==> config.mk <==
export PLATFORM = sky130hd
export DESIGN_NAME = score_tracker
export DESIGN_NICKNAME = d
export VERILOG_FILES = /design/src/rtl/score_tracker.sv
export SDC_FILE = /design/constraint.sdc
export NUM_CORES = 1
export LEC_CHECK = 0
export ABC_AREA = 1
export ABC_CLOCK_PERIOD_IN_PS = 14000
export CAP_MARGIN = 20
export CORE_ASPECT_RATIO = 0.75
export CORE_MARGIN = 3
export CORE_UTILIZATION = 53
export DETAILED_ROUTE_END_ITERATION = 16
export PLACE_DENSITY = 0.75
export REMOVE_ABC_BUFFERS = 1
export SYNTH_ARGS = -nofsm -noshare
export SYNTH_HDL_FRONTEND = slang
export SYNTH_SLANG_ARGS = --single-unit
==> constraint.sdc <==
create_clock -name frame_clk -period 14 [get_ports frame_clk]
set_clock_uncertainty 0.15 [all_clocks]
set_input_delay 1.4 -clock frame_clk [delete_from_list [all_inputs] [get_ports frame_clk]]
set_output_delay 1.4 -clock frame_clk [all_outputs]
set_load 0.01 [all_outputs]
==> src/rtl/score_tracker.sv <==
// Score/combo accumulator behind the arrow droppers: detects rising score edges,
// tracks combo, multiplier and running score over one timed song, exposes binary + BCD.
module score_tracker #(
  parameter int NUM_LANES      = 48,
  parameter int POINTS_PER_HIT = 10,
  parameter int COMBO_WINDOW   = 120,
  parameter int GAME_FRAMES    = 3600
) (
  input  logic                 frame_clk,
  input  logic                 Reset,
  input  logic [7:0]           keycode,
  input  logic [NUM_LANES-1:0] score_vec,
  output logic [13:0]          score_bin,
  output logic [15:0]          score_bcd,
  output logic [9:0]           hit_count,
  output logic [7:0]           combo,
  output logic [7:0]           max_combo,
  output logic                 playing,
  output logic                 game_over
);

  localparam int NW = $clog2(NUM_LANES + 1);
  localparam int GW = $clog2(COMBO_WINDOW + 2);
  localparam logic [GW-1:0] GAP_SAT    = GW'(COMBO_WINDOW + 1);
  localparam logic [GW-1:0] GAP_MAX    = GW'(COMBO_WINDOW);
  localparam logic [11:0]   LAST_FRAME = 12'(GAME_FRAMES - 1);
  localparam logic [7:0]    KEY_START  = 8'h2c;
  localparam logic [7:0]    KEY_ABORT  = 8'h01;

  typedef enum logic [1:0] {IDLE, PLAYING, DONE} state_t;

  state_t               state, state_next;
  logic [NUM_LANES-1:0] score_prev, new_hits;
  logic [11:0]          frame_cnt;
  logic [GW-1:0]        gap;
  logic [NW-1:0]        n;
  logic [15:0]          combo_sum, add, hit_sum;
  logic [7:0]           combo_new;
  logic [2:0]           mult;
  logic [16:0]          score_sum;
  logic [13:0]          score_next;
  logic [9:0]           hit_next;
  logic                 start;

  function automatic logic [15:0] to_bcd(input logic [13:0] v);
    return {4'(v / 14'd1000), 4'((v / 14'd100) % 14'd10),
            4'((v / 14'd10) % 14'd10), 4'(v % 14'd10)};
  endfunction

  // Abort wins over both the start key and the song timeout.
  always_comb begin
    state_next = state;
    case (state)
      IDLE:    if (keycode == KEY_START) state_next = PLAYING;
      PLAYING: if (frame_cnt == LAST_FRAME) state_next = DONE;
      default: state_next = state;
    endcase
    if (keycode == KEY_ABORT) state_next = IDLE;
  end

  assign start     = (state == IDLE) && (state_next == PLAYING);
  assign playing   = (state == PLAYING);
  assign game_over = (state == DONE);

  always_comb begin
    new_hits = score_vec & ~score_prev;
    n = '0;
    for (int i = 0; i < NUM_LANES; i++) n = n + NW'(new_hits[i]);
  end

  always_comb begin
    if (gap <= GAP_MAX && combo != 8'd0) combo_sum = 16'(combo) + 16'(n);
    else                                 combo_sum = 16'(n);
    combo_new  = (combo_sum > 16'd255) ? 8'hff : combo_sum[7:0];
    mult       = (combo_new >= 8'd30) ? 3'd4 : 3'd1 + 3'(combo_new / 8'd10);
    add        = 16'(n) * 16'(POINTS_PER_HIT) * 16'(mult);
    score_sum  = 17'(score_bin) + 17'(add);
    score_next = (score_sum > 17'd9999) ? 14'd9999 : score_sum[13:0];
    hit_sum    = 16'(hit_count) + 16'(n);
    hit_next   = (hit_sum > 16'd1023) ? 10'h3ff : hit_sum[9:0];
  end

  always_ff @(posedge frame_clk or posedge Reset) begin
    if (Reset) state <= IDLE;
    else       state <= state_next;
  end

  always_ff @(posedge frame_clk or posedge Reset) begin
    if (Reset) begin
      score_prev <= '0;
      score_bcd  <= '0;
    end else begin
      score_prev <= score_vec;
      score_bcd  <= to_bcd(score_bin);
    end
  end

  always_ff @(posedge frame_clk or posedge Reset) begin
    if (Reset) begin
      score_bin <= '0;
      hit_count <= '0;
      combo     <= '0;
      max_combo <= '0;
      frame_cnt <= '0;
      gap       <= '0;
    end else if (start) begin
      score_bin <= '0;
      hit_count <= '0;
      combo     <= '0;
      max_combo <= '0;
      frame_cnt <= '0;
      gap       <= GAP_SAT;
    end else if (state == PLAYING) begin
      frame_cnt <= frame_cnt + 12'd1;
      if (n != '0) begin
        gap       <= '0;
        combo     <= combo_new;
        score_bin <= score_next;
        hit_count <= hit_next;
        if (combo_new > max_combo) max_combo <= combo_new;
      end else if (gap < GAP_SAT) begin
        gap <= gap + GW'(1);
      end
    end
  end

endmodule

After elaboration in Yosys (flattened, before gate mapping)
Index checks and enable logic that the tools add are counted.
{"block": "word_totals", "reg_bits": 125, "out_inout_bits": 58, "in_bits": 58, "elab_cells": 126}
{"block": "classes", "order_cmp": 7, "div_mod_pow": 7, "mul": 2, "n_bitwise": 2, "n_eq_ne": 6, "n_addsub": 53, "n_reduce_logical": 12, "mux": 28}
{"operator": "adder 6 x 1 -> 6 bit", "n": 42}
{"operator": "2-to-1 mux 8 bit", "n": 8}
{"operator": "2-to-1 mux 14 bit", "n": 4}
{"operator": "AND 48 bit", "n": 1}
{"operator": "inverter 48 bit", "n": 1}
{"operator": "modulo 14 x 4 -> 14 bit (second input constant)", "n": 3}
{"operator": "2-to-1 mux 10 bit", "n": 4}
{"operator": "2-to-1 mux 7 bit", "n": 4}
{"operator": "2-to-1 mux 12 bit", "n": 2}
{"operator": "> comparator 16 x 8 -> 1 bit (second input constant)", "n": 1}
{"operator": "adder 14 x 13 -> 15 bit", "n": 1}
{"operator": "> comparator 15 x 14 -> 1 bit (second input constant)", "n": 1}
{"operator": "divider 14 x 10 -> 14 bit (second input constant)", "n": 1}
{"operator": "divider 14 x 4 -> 14 bit (second input constant)", "n": 1}
{"operator": "divider 14 x 7 -> 14 bit (second input constant)", "n": 1}
{"operator": "adder 12 x 1 -> 12 bit (second input constant)", "n": 1}
{"operator": "equality test 12 bit (second input constant)", "n": 1}
{"operator": "multiplier 9 x 3 -> 12 bit", "n": 1}
{"operator": "adder 10 x 6 -> 11 bit", "n": 1}
{"operator": "> comparator 11 x 10 -> 1 bit (second input constant)", "n": 1}
{"operator": "adder 8 x 6 -> 9 bit", "n": 1}
{"operator": "multiplier 6 x 3 -> 9 bit (second input constant)", "n": 1}
{"operator": "2-to-1 mux 9 bit", "n": 1}
{"operator": "divider 8 x 4 -> 8 bit (second input constant)", "n": 1}
{"operator": "other kinds (26)", "n": 33}

Logic depth before layout (Yosys ltp)
Gate-level depths: netlist of run 1.
{"block": "logic_depth", "word_depth": 63, "depth_mapped": 86, "depth_no_buf": 86}

Least setup slack after synthesis of run 1
Ideal clock, no wire load.
{"block": "synth_path", "path_kind": "input to register", "start": "input port score_vec[35]", "end": "register score_bin[6]", "n_path_buf": 0, "setup_time_ps": 138, "required_time_ps": 13712, "cell_stages": 76, "t_arrival_ps": 14215, "path_slack_ps": -503, "path_cell_list": "nand2_1 > fa_1 > inv_1 > fa_1 > inv_1 > fa_1 > inv_1 > fa_1 > inv_1 > fa_1 > fa_1 > fa_1 > inv_1 > ha_1 > fa_1 > inv_1 > fa_1 > o21ai_1 > (+40 left out) > a21oi_1 > o21ai_0 > nand2_1 > nand2_1 > nand2_1 > nand2_1 > a21oi_1 > inv_1 > a21oi_1 > o21bai_1 > xnor2_1 > nand2_1 > nor3_1 > o2111ai_1 > nand3_1 > nand2_1 > nand3_1 > o21ai_0"}
{"block": "synth_between", "elab_chain_cells": 28, "word_cells_on_any_way": 33, "cone_classes": "add/sub: 16; mul: 2; div: 1; order compare: 3; mux: 7; bitwise: 1; reduce/logical: 3"}
{"element": "start, declared", "line_no": "12", "source": "input logic [NUM_LANES-1:0] score_vec,"}
{"element": "AND 48 bit (*)", "line_no": "66", "source": "new_hits = score_vec & ~score_prev;"}
{"element": "adder 6 x 1 -> 6 bit (*) (13 in a row)", "line_no": "68", "source": "for (int i = 0; i < NUM_LANES; i++) n = n + NW'(new_hits[i]);"}
{"element": "adder 8 x 6 -> 9 bit", "line_no": "72", "source": "if (gap <= GAP_MAX && combo != 8'd0) combo_sum = 16'(combo) + 16'(n);"}
{"element": "2-to-1 mux 9 bit", "line_no": "72"}
{"element": "> comparator 16 x 8 -> 1 bit", "line_no": "74", "source": "combo_new = (combo_sum > 16'd255) ? 8'hff : combo_sum[7:0];"}
{"element": "2-to-1 mux 8 bit", "line_no": "74"}
{"element": "divider 8 x 4 -> 8 bit", "line_no": "75", "source": "mult = (combo_new >= 8'd30) ? 3'd4 : 3'd1 + 3'(combo_new / 8'd10);"}
{"element": "adder 1 x 3 -> 3 bit", "line_no": "75"}
{"element": "2-to-1 mux 3 bit", "line_no": "75"}
{"element": "multiplier 9 x 3 -> 12 bit", "line_no": "76", "source": "add = 16'(n) * 16'(POINTS_PER_HIT) * 16'(mult);"}
{"element": "adder 14 x 13 -> 15 bit", "line_no": "77", "source": "score_sum = 17'(score_bin) + 17'(add);"}
{"element": "> comparator 15 x 14 -> 1 bit", "line_no": "78", "source": "score_next = (score_sum > 17'd9999) ? 14'd9999 : score_sum[13:0];"}
{"element": "2-to-1 mux 14 bit", "line_no": "78"}
{"element": "2-to-1 mux 14 bit", "line_no": "115", "source": "if (n != '0) begin"}
{"element": "2-to-1 mux 14 bit", "line_no": "113", "source": "end else if (state == PLAYING) begin"}
{"element": "2-to-1 mux 14 bit", "line_no": "106", "source": "end else if (start) begin"}
{"element": "end signal, assigned", "line_no": "118", "source": "score_bin <= score_next;"}
{"element": "end, declared", "line_no": "13", "source": "output logic [13:0] score_bin,"}
Every way passes the cells marked *; elsewhere a longest branch is shown, timed or not. The select of a mux whose other input is x is not followed.
A chain may end at the register's enable or synchronous reset.

Worst setup path in the final report of run 1
{"block": "layout_path", "start": "input port score_vec[35]", "end": "register score_bin[0]"}
Same word-level chain as after synthesis.

==> PnR_summary.wiki, run 1 <==
{| class="wikitable"
! Metric !! Value
|-
| Run status || complete, but fails checks
|-
| Violations in the final reports || negative setup slack
|-
| Clk Latency, worst-skew pair || 0.43 ns
|-
| Antenna violation net count after detailed routing || 0
|-
| Total Nets Final || just over 2000
|-
| Layout fillers || 1533
|-
| Core area || 21400 um2
|-
| Most used flip-flop cell after synthesis || dfrtp_1
|-
| WP data required || between 10 and 15 ns
|-
| Number of setup violations in the final report || 14
|-
| Cell with the most instances after synthesis || nand2_1
|-
| DR vias/cell || 5.32
|-
| Proportion of layout cells with a drive suffix above 1 || 0.250
|-
| Total standard cell area after synthesis || 11600 um2
|-
| Area overhead of the layout relative to synthesis || 33.3%
|-
| Avg Synthesized Cell Area || 7.32 um2
|-
| Met3 GRT Util || 0.0529
|-
| Worst hold-check path type || reg2reg
|-
| Clock slew at the register clock pins of the worst setup and hold paths || ~0.07 ns
|-
| Routed WL per cell || 15.2 um
|-
| Critical path launch point type || input port
|-
| Slew at the pin closest to its max-slew limit || 0.799 ns
|-
| Cell with the largest stage delay on the worst path || fa_1
|-
| Buffers on Ports || roughly 120
|-
| CP bufs+invs || 24
|-
| Max-cap violation count || 0
|-
| Max Freq || 0.0686 GHz
|-
| YS warnings || 0
|-
| Clock tree from TritonCTS || done
|-
| Die Height || 134 um
|-
| Clock Tree Root || clkbuf_16
|-
| Number of rows created at floorplan || 46
|-
| Via count of the routed design || 11500
|-
| Asr flop ratio synth || 1.00
|-
| Overall Global Routing Usage || 0.267
|-
| DRC || 0
|-
| Ranking of synthesized cells by area || dfrtp_1, nand2_1, inv_1, fa_1, ha_1
|-
| Source of the critical timing path || score_vec[35]
|-
| Setup repair after global routing missed its margin || true
|-
| Maximum fanout along the worst path || 7
|-
| Violation count after the first detailed-route iteration || 1057
|-
| Startpoint of the most critical hold path || frame_cnt[11]
|-
| Top cell family by delay on the critical path || adder cells
|-
| Met1 demand-to-capacity share in global routing || 0.381
|-
| Antenna cells || 0
|-
| Critical Path End Type || flip-flop
|-
| Gate count of the mapped netlist || 1588
|-
| Final number of max-transition violations || 0
|-
| Commonest cells in the netlist || nand2_1, inv_1, dfrtp_1, nor2_1, nand3_1
|-
| Top cell type by total area after synthesis || dfrtp_1
|-
| Post-synthesis sequential element count || between 100 and 150
|-
| Worst path most repeated cell || buf_4
|-
| Number of flops mapped to enable cells by yosys || 0
|-
| Final count of hold timing violations || 0
|-
| Largest incremental delay on the critical path || 0.56 ns
|-
| Number of global-route vias before repair || 10900
|-
| Final-layout worst hold slack || 0.331 ns
|-
| Placer congestion estimate || 0.882
|-
| Detailed-route wire length || 32800 um
|-
| Wire length of the first global-routing pass || 52000 um
|-
| Critical path start-end classification || in2reg
|-
| Footprint of the multi-input gates || 7910 um2
|-
| Fraction of met2 tracks used by global routing || 0.419
|-
| Initial Util || 0.545
|-
| Register cell area after layout || around 3100 um2
|-
| Post-detailed-placement half-perimeter wirelength || 21700 um
|-
| Top Ports || 116
|-
| First-pass iteration count of the detailed router || 6
|-
| Grt peak-use layer || met2
|-
| Tmin final || roughly 15 ns
|-
| Sequential cell area fraction in the yosys report || 0.269
|-
| Data arrival time of the critical path || 14.76 ns
|-
| Rel. slew slack || 0.467
|-
| Die Footprint || 23800 um2
|-
| Clk buf depth || 2
|-
| Reg2reg start || score_prev[35]
|-
| CTS H-tree depth || 4
|-
| CTS sink count || 125
|-
| Area fraction of the dominant cell type after synthesis || 0.269
|-
| Worst Setup Slack, final || -0.568 ns
|-
| DIE WIDTH || 177 um
|-
| Number of distinct library cell variants in the gate-level netlist after synthesis || 59
|-
| Grt ovf || 0
|-
| Number of buffers created by CTS || 17
|-
| Antenna violations before repair || 0
|-
| Largest net degree at the start of global routing || 65
|-
| Fin crit share || 1.04
|}
layout by cell type, fill, tap and decap left out, types with 28 or more instances in the layout:
cell and n:
nand2_2 65, clkdlybuf4s50_1 91, nor2_1 105, ha_1 60, nand3_1 97, fa_1 48, nand4_1 31, nand2_1 320
o21ai_0 60, buf_4 145, inv_2 45, dfrtp_1 125, inv_1 260, xor2_1 28, a21oi_1 45
worst paths after layout:
path | end | slack [ns] | cells past startpoint
max | score_bin[0] | -0.57 | 79
min | frame_cnt[11] | 0.33 | 1
max reg2reg | score_bin[0] | 0.02 | 79
min reg2reg | frame_cnt[11] | 0.33 | 1
max in group asynchronous | score_bcd[4] | 11.07 | 3
min in group asynchronous | score_prev[32] | 1.33 | 2
sequential cells by signal, indices dropped and copies added, names as in the netlist:
name / flops
max_combo: 8
score_bcd: 16
combo: 8
state: 2
frame_cnt: 12
score_bin: 14
score_prev: 48
hit_count: 10
gap: 7
kinds of logic (layout without fill, tap and decap cells):
kind of cell / after synthesis / count (layout) / synth area share
and+or+nand+nor: 725 / 725 / 0.292
adders and majority gates: 127 / 127 / 0.170
DFF: 125 / 125 / 0.269
xor gates and xnor gates: 57 / 57 / 0.0442
AOI/OAI and AO/OA: 219 / 219 / 0.112
buffers and inverters: 331 / 612 / 0.109
muxes: 4 / 4 / 0.00355
routing by layer:
layer  vias to the layer above  part of all wire
met4                         0             0.021
met5                         -                 0
met3                        72             0.066
met1                      5370              0.46
li1                       5610                 -
met2                       419              0.46
through the flow:
step	std cells	cell area, um2	TNS (ns)	setup slack (ns)	utilization
after global placement	2082	13900	-11.44	-0.899	0.649
after CTS	2153	15100	-0.135	-0.0246	0.708
after global routing	2157	15500	-16.25	-1.24	0.726
final	2157	15500	-6.95	-0.568	0.726
after floorplan	1574	11600	-6.18	-0.512	-
after detailed placement	2082	13900	-18.67	-1.44	0.649
repair_timing:
action / 4_1_cts / 5_1_grt
buffers inserted: 39 / 5
pin swaps: 93 / 83
resized for setup: 177 / 80
hold buffers: 0 / 0
endpoints found under the setup margin: 14 / 14
area by class of cell:
cell class | instances | area share
clock buffers | 17 | 0.0275
clock inverters | 15 | 0.0141
repair buffers | 263 | 0.145
well taps | 288 | 0.0233
inverters | 317 | 0.0774
multi-input cells | 1132 | 0.511
flip-flops and latches | 125 | 0.202
Power of run 1 is not shown: default switching activity piles up to over one toggle a cycle in this logic, so the estimate is an artifact.
==> inputs of run 2 (changes only) <==
--- a/config.mk
+++ b/config.mk
@@ -12,6 +12,7 @@
 export CORE_MARGIN = 3
 export CORE_UTILIZATION = 53
 export DETAILED_ROUTE_END_ITERATION = 16
+export GPL_TIMING_DRIVEN = 0
 export PLACE_DENSITY = 0.75
 export REMOVE_ABC_BUFFERS = 1
 export SYNTH_ARGS = -nofsm -noshare
==> run 2 against run 1 <==
The run still ends with negative setup slack left. Non-clock buffer count down 64. Register-to-register slack got worse by 0.29 ns. Sequential share of layout area increased by 0.73 points. Global-route usage down 0.93 points. First-iteration DRC count is 8.7% higher. Critical path depth down 3. Via count is 1.0% lower. Die area is the same. Utilization fell by 2.5 points. Critical path type unchanged. Critical endpoint is now score_bin[10].
==> PnR_summary.wiki, run 2 (synthesis gave the netlist of run 1 again) <==
{| class="wikitable"
! Metric !! Value
|-
| Rel. slew slack || 0.209
|-
| Worst Setup Slack, final || -0.903 ns
|-
| Antenna violations before repair || 0
|-
| Antenna violation net count after detailed routing || 0
|-
| Die Footprint || 23800 um2
|-
| Layout fillers || 1606
|-
| Number of global-route vias before repair || 10800
|-
| Overall Global Routing Usage || 0.257
|-
| Setup repair after global routing missed its margin || true
|-
| Clock slew at the register clock pins of the worst setup and hold paths || roughly 0.070 ns
|-
| Fin crit share || 1.06
|-
| Initial Util || 0.545
|-
| Via count of the routed design || around 11000
|-
| Largest incremental delay on the critical path || 0.60 ns
|-
| WP data required || roughly 14 ns
|-
| Maximum fanout along the worst path || 7
|-
| Critical path launch point type || input port
|-
| DRC || 0
|-
| Clk Latency, worst-skew pair || 0.44 ns
|-
| Proportion of layout cells with a drive suffix above 1 || 0.223
|-
| Number of instances on the worst hold path || 0
|-
| Biggest register || score_prev
|-
| Grt ovf || 0
|-
| Antenna cells || 0
|-
| Detailed-route wire length || between 30000 and 40000 um
|-
| Violations in the final reports || negative setup slack
|-
| Die Height || 134 um
|-
| Max-cap violation count || 0
|-
| DP Worst Slack || -2.93 ns
|-
| Clk buf depth || 2
|-
| Violation count after the first detailed-route iteration || approximately 1100
|-
| Flip-flop count of the largest register after layout || 48
|-
| Setup TNS || -10.96 ns
|-
| Worst hold-check path type || reg2reg
|-
| Buffers on Ports || 115
|-
| Largest net degree at the start of global routing || 69
|-
| Run status || complete, but fails checks
|-
| Routed WL per cell || 15.4 um
|-
| Clock Tree Root || clkbuf_16
|-
| Worst path most repeated cell || fa_1
|-
| DIE WIDTH || approximately 180 um
|-
| Commonest cells after routing, fill and taps aside || nand2_1, inv_1, dfrtp_1
|-
| Tmin final || between 10 and 15 ns
|-
| Number of rows created at floorplan || 46
|-
| Clock tree from TritonCTS || done
|-
| Critical path start-end classification || in2reg
|-
| Final count of hold timing violations || 0
|-
| Area overhead of the layout relative to synthesis || 28.6%
|-
| Startpoint of the most critical hold path || score_bin[0]
|-
| Commonest non-fill, non-tap cell in the layout || nand2_1
|-
| CTS sink count || around 130
|-
| Final number of max-transition violations || 0
|-
| Placer congestion estimate || 0.884
|-
| FF-to-FF setup slack || -0.27 ns
|-
| Critical Path End Type || flip-flop
|-
| Capture endpoint of the worst hold path || score_bcd[0]
|-
| Total Nets Final || 1977
|-
| Capturing point of the worst reg2reg path || score_bin[10]
|-
| Cell with the largest stage delay on the worst path || fa_2
|-
| DR vias/cell || 5.42
|-
| First-pass iteration count of the detailed router || 7
|-
| Wire length of the first global-routing pass || 50400 um
|-
| CTS H-tree depth || 4
|-
| Top Ports || roughly 120
|-
| Number of buffers created by CTS || 17
|-
| Data arrival time of the critical path || 15.00 ns
|-
| Max Freq || about 0.067 GHz
|-
| Slew at the pin closest to its max-slew limit || between 1 and 1.5 ns
|-
| Registers with the highest flip-flop counts || score_prev: 48 flops, score_bcd: 16 flops, score_bin: 14 flops
|-
| Core area || roughly 21000 um2
|-
| Post-detailed-placement half-perimeter wirelength || 20800 um
|-
| Reg2reg start || score_prev[37]
|-
| Count of cells along the worst register-to-register path || just under 80
|-
| Number of setup violations in the final report || 14
|}
## run 2: cell types whose count changed in the layout (fill, tap and decap cells not counted), sizes merged
| cell | change |
|---|---|
| bufinv | -1 |
| clkdlybuf4s15 | -2 |
| dlygate4sd2 | -4 |
| buf | -58 |
| clkinvlp | +1 |
## run 2: what timing repair did
item / in CTS / in global routing
setup endpoints to repair: 14 / 14
hold buffers: 0 / 0
setup buffers: 60 / 23
resized for setup: 200 / 69
pin swaps: 87 / 74
## run 2: area by class of cell
cell class                      instances  area (um2)  area share
Clock inverter                         15         195      0.0131
Clock buffer                           17         425      0.0284
Inverter                              317        1210      0.0806
Sequential cell                       125        3130       0.209
Tap cell                              288         360      0.0241
Timing Repair Buffer                  199        1750       0.117
Multi-Input combinational cell       1132        7890       0.527
## run 2: through the flow
stage	utilization	hold slack [ns]	cell area (um2)	std cells
after CTS	0.677	0.296	14500	2070
after detailed placement	0.613	0.284	13100	1978
after floorplan	-	0.285	11600	1574
after global placement	0.612	0.284	13100	1977
after global routing	0.700	0.322	15000	2093
final	0.700	0.293	15000	2093
## run 2: critical path, delay by kind of cell
| family | cells | cell delay, ns |
|---|---|---|
| compound gates | 15 | 2.12 |
| simple gates | 28 | 3.02 |
| fa+ha+maj | 16 | 6.42 |
| xor+xnor | 4 | 0.82 |
| buf+inv | 13 | 1.20 |
## run 2: routing by layer
layer,share of wire,global-route usage
met4,0.026,0.0833
met1,0.45,0.364
met3,0.071,0.0557
met2,0.45,0.395
met5,0,0
## run 2: worst max-delay path by stage
stage / start / to / slack [ns] / cells past startpoint
6_report: score_vec[5] / score_bin[10] / -0.90 / 76
5_1_grt: score_vec[5] / score_bin[3] / -1.39 / 76
4_1_cts: score_vec[29] / score_bin[3] / -0.18 / 80
3_5_place_dp: score_vec[35] / score_bin[9] / -2.93 / 76
3_3_place_gp: score_vec[35] / score_bin[3] / -2.59 / 76
2_1_floorplan: score_vec[35] / score_bin[6] / -0.51 / 76
Power of run 2 is left out for the same reason.
==> inputs of run 3 (changes only) <==
--- a/config.mk
+++ b/config.mk
@@ -5,15 +5,14 @@
 export SDC_FILE = /design/constraint.sdc
 export NUM_CORES = 1
 export LEC_CHECK = 0
-export ABC_AREA = 1
 export ABC_CLOCK_PERIOD_IN_PS = 14000
 export CAP_MARGIN = 20
 export CORE_ASPECT_RATIO = 0.75
 export CORE_MARGIN = 3
-export CORE_UTILIZATION = 53
+export CORE_UTILIZATION = 54
 export DETAILED_ROUTE_END_ITERATION = 16
 export GPL_TIMING_DRIVEN = 0
-export PLACE_DENSITY = 0.75
+export PLACE_DENSITY = 0.76
 export REMOVE_ABC_BUFFERS = 1
 export SYNTH_ARGS = -nofsm -noshare
 export SYNTH_HDL_FRONTEND = slang
==> run 3 against run 2 <==
The flow now finishes without violations. Wire length grew 13%. Synthesized area increased by 9.4%. Critical path depth is 18 lower. Via count rose by 11%. Sequential share of layout area decreased by 1.0 points. Register-to-register slack gained 1.0 ns. Maximum frequency up 7.1%. Die area rose by 7.0%. Utilization is 0.45 points lower. Final cell count shrank 5.0%. Non-clock buffer count fell by 12. Worst hold slack improved by 0.062 ns.
==> PnR_summary.wiki, run 3 <==
{| class="wikitable"
! Metric !! Value
|-
| Run status || finished, final reports clean
|-
| Number of global-route vias before repair || roughly 11000
|-
| Worst hold-check path type || reg2reg
|-
| Max Freq || 0.0719 GHz
|-
| Tmin final || 13.92 ns
|-
| Gate count of the mapped netlist || 1550
|-
| Registers with the highest flip-flop counts || score_prev: 48 flops, score_bcd: 16 flops, score_bin: 14 flops
|-
| Clock slew at the register clock pins of the worst setup and hold paths || ~0.070 ns
|-
| Commonest non-fill, non-tap cell in the layout || dfrtp_1
|-
| First-pass iteration count of the detailed router || 5
|-
| Top cell type by total area after synthesis || dfrtp_1
|-
| Area overhead of the layout relative to synthesis || 23.6%
|-
| DIE WIDTH || 183 um
|-
| WP data required || 14.15 ns
|-
| Rel. slew slack || 0.258
|-
| Detailed-route wire length || 36400 um
|-
| Data arrival time of the critical path || 14.07 ns
|-
| Antenna cells || 0
|-
| Die Footprint || between 20000 and 30000 um2
|-
| Maximum fanout along the worst path || 6
|-
| Area fraction of the dominant cell type after synthesis || 0.246
|-
| Biggest register || score_prev
|-
| Final count of hold timing violations || 0
|-
| Largest incremental delay on the critical path || 0.60 ns
|-
| Post-detailed-placement half-perimeter wirelength || 24300 um
|-
| Initial Util || 0.563
|-
| Top Ports || between 100 and 150
|-
| Routed WL per cell || 18.3 um
|-
| Number of rows created at floorplan || 47
|-
| Avg Synthesized Cell Area || 8.20 um2
|-
| Most used flip-flop cell after synthesis || dfrtp_1
|-
| Post-synthesis sequential element count || 125
|-
| CTS sink count || ~130
|-
| DR vias/cell || between 6 and 7
|-
| Placer congestion estimate || 0.924
|-
| Wire length of the first global-routing pass || 58600 um
|-
| Via count of the routed design || roughly 13000
|-
| Antenna violations before repair || 1
|-
| Register cell area after layout || 3130 um2
|-
| Top cell family by delay on the critical path || adder cells
|-
| YS warnings || 0
|-
| Antenna violation net count after detailed routing || 0
|-
| Clock Tree Root || clkbuf_16
|-
| Number of buffers inserted by hold repair at cts || 0
|-
| Worst path most repeated cell || fa_1
|-
| Ranking of synthesized cells by area || dfrtp_1, fa_1, ha_1, a21oi_1, nor2_1
|-
| Proportion of layout cells with a drive suffix above 1 || 0.160
|-
| Clk Latency, worst-skew pair || 0.44 ns
|-
| Sequential cell area fraction in the yosys report || 0.246
|-
| CTS H-tree depth || 4
|-
| Slew at the pin closest to its max-slew limit || 1.11 ns
|-
| Util after Layout || 0.696
|-
| Number of buffers created by CTS || 17
|-
| Total Nets Final || 1866
|-
| Clk buf depth || 2
|-
| Commonest cells in the netlist || nor2_1, dfrtp_1, nand2_1, inv_1, a21oi_1
|-
| Overall Global Routing Usage || 0.277
|-
| Largest net degree at the start of global routing || 64
|-
| Number of distinct library cell variants in the gate-level netlist after synthesis || 98
|-
| Violation count after the first detailed-route iteration || 1651
|-
| Critical path start-end classification || in2reg
|-
| Number of flops mapped to enable cells by yosys || 0
|-
| CP bufs+invs || 10
|-
| Critical path launch point type || input port
|-
| Fin crit share || 0.994
|-
| Layout fillers || 1692
|-
| Cell with the largest stage delay on the worst path || fa_2
|-
| Commonest cells after routing, fill and taps aside || dfrtp_1, nor2_1, nand2_1
|-
| DRC || 0
|-
| Cell with the most instances after synthesis || nor2_1
|-
| Core area || 22600 um2
|-
| Footprint of the multi-input gates || 9390 um2
|-
| Number of setup violations in the final report || 0
|-
| Grt ovf || 0
|-
| Max-cap violation count || 0
|-
| Clock tree from TritonCTS || done
|-
| Critical Path End Type || flip-flop
|-
| Asr flop ratio synth || 1.00
|-
| Buffers on Ports || 115
|-
| Flip-flop count of the largest register after layout || 48
|-
| Setup repair after global routing missed its margin || true
|-
| Die Height || 139 um
|-
| Final number of max-transition violations || 0
|-
| Total standard cell area after synthesis || ~13000 um2
|}
## run 3: path summary, 6_finish.rpt
path | to | from | depth (start not counted) | slack [ns]
worst max-delay path | score_bin[0] | score_vec[9] | 58 | 0.08
worst min-delay path | score_bcd[0] | score_bin[0] | 0 | 0.36
worst max register to register | score_bin[0] | score_prev[37] | 60 | 0.74
worst min register to register | score_bcd[0] | score_bin[0] | 0 | 0.36
max in group asynchronous | max_combo[5] | Reset | 3 | 11.68
min in group asynchronous | score_bcd[15] | Reset | 2 | 1.27
## run 3: layer usage
metal | wire, um | vias to the layer above | track usage
met3 | 3120 | 71 | 0.0553
met1 | 16800 | 5990 | 0.423
li1 | - | 5888 | -
met4 | 733 | 2 | 0.0673
met5 | 13 | - | 0
met2 | 15800 | 619 | 0.404
## run 3: cells by family after synthesis
| family | Yosys count | share of synthesized area |
|---|---|---|
| simple gates | 534 | 0.211 |
| compound gates | 478 | 0.260 |
| buf+inv | 192 | 0.0596 |
| fa+ha+maj | 129 | 0.157 |
| flops | 125 | 0.246 |
| xor+xnor | 62 | 0.0427 |
| mux | 30 | 0.0244 |
## run 3: through the flow
step	std cells	setup WS, ns	hold slack (ns)	cell area (um2)	setup TNS, ns
5_1_grt	1988	-0.295	0.369	15700	-3.13
3_5_place_dp	1889	-3.52	0.330	14000	-45.78
2_1_floorplan	1475	-1.14	0.296	12400	-13.60
6_report	1988	0.0835	0.355	15700	0
4_1_cts	1962	0.00178	0.355	15300	0
3_3_place_gp	1884	-3.20	0.323	13900	-41.97
## run 3: repair_timing
item / 4_1_cts / 5_1_grt
gates resized for setup: 100 / 100
pin swaps: 63 / 73
buffers inserted: 41 / 22
endpoints found under the setup margin: 14 / 14
gates cloned: 0 / 0
## run 3: area by class of cell
class                      instances  share of cell area
clock buffer                      18              0.0279
clock inverter                    14              0.0100
inverter                         117              0.0287
multi-input combinational       1233               0.598
sequential                       125               0.199
tap                              294              0.0234
timing repair buffer             187               0.113
Power of run 3 is left out for the same reason.
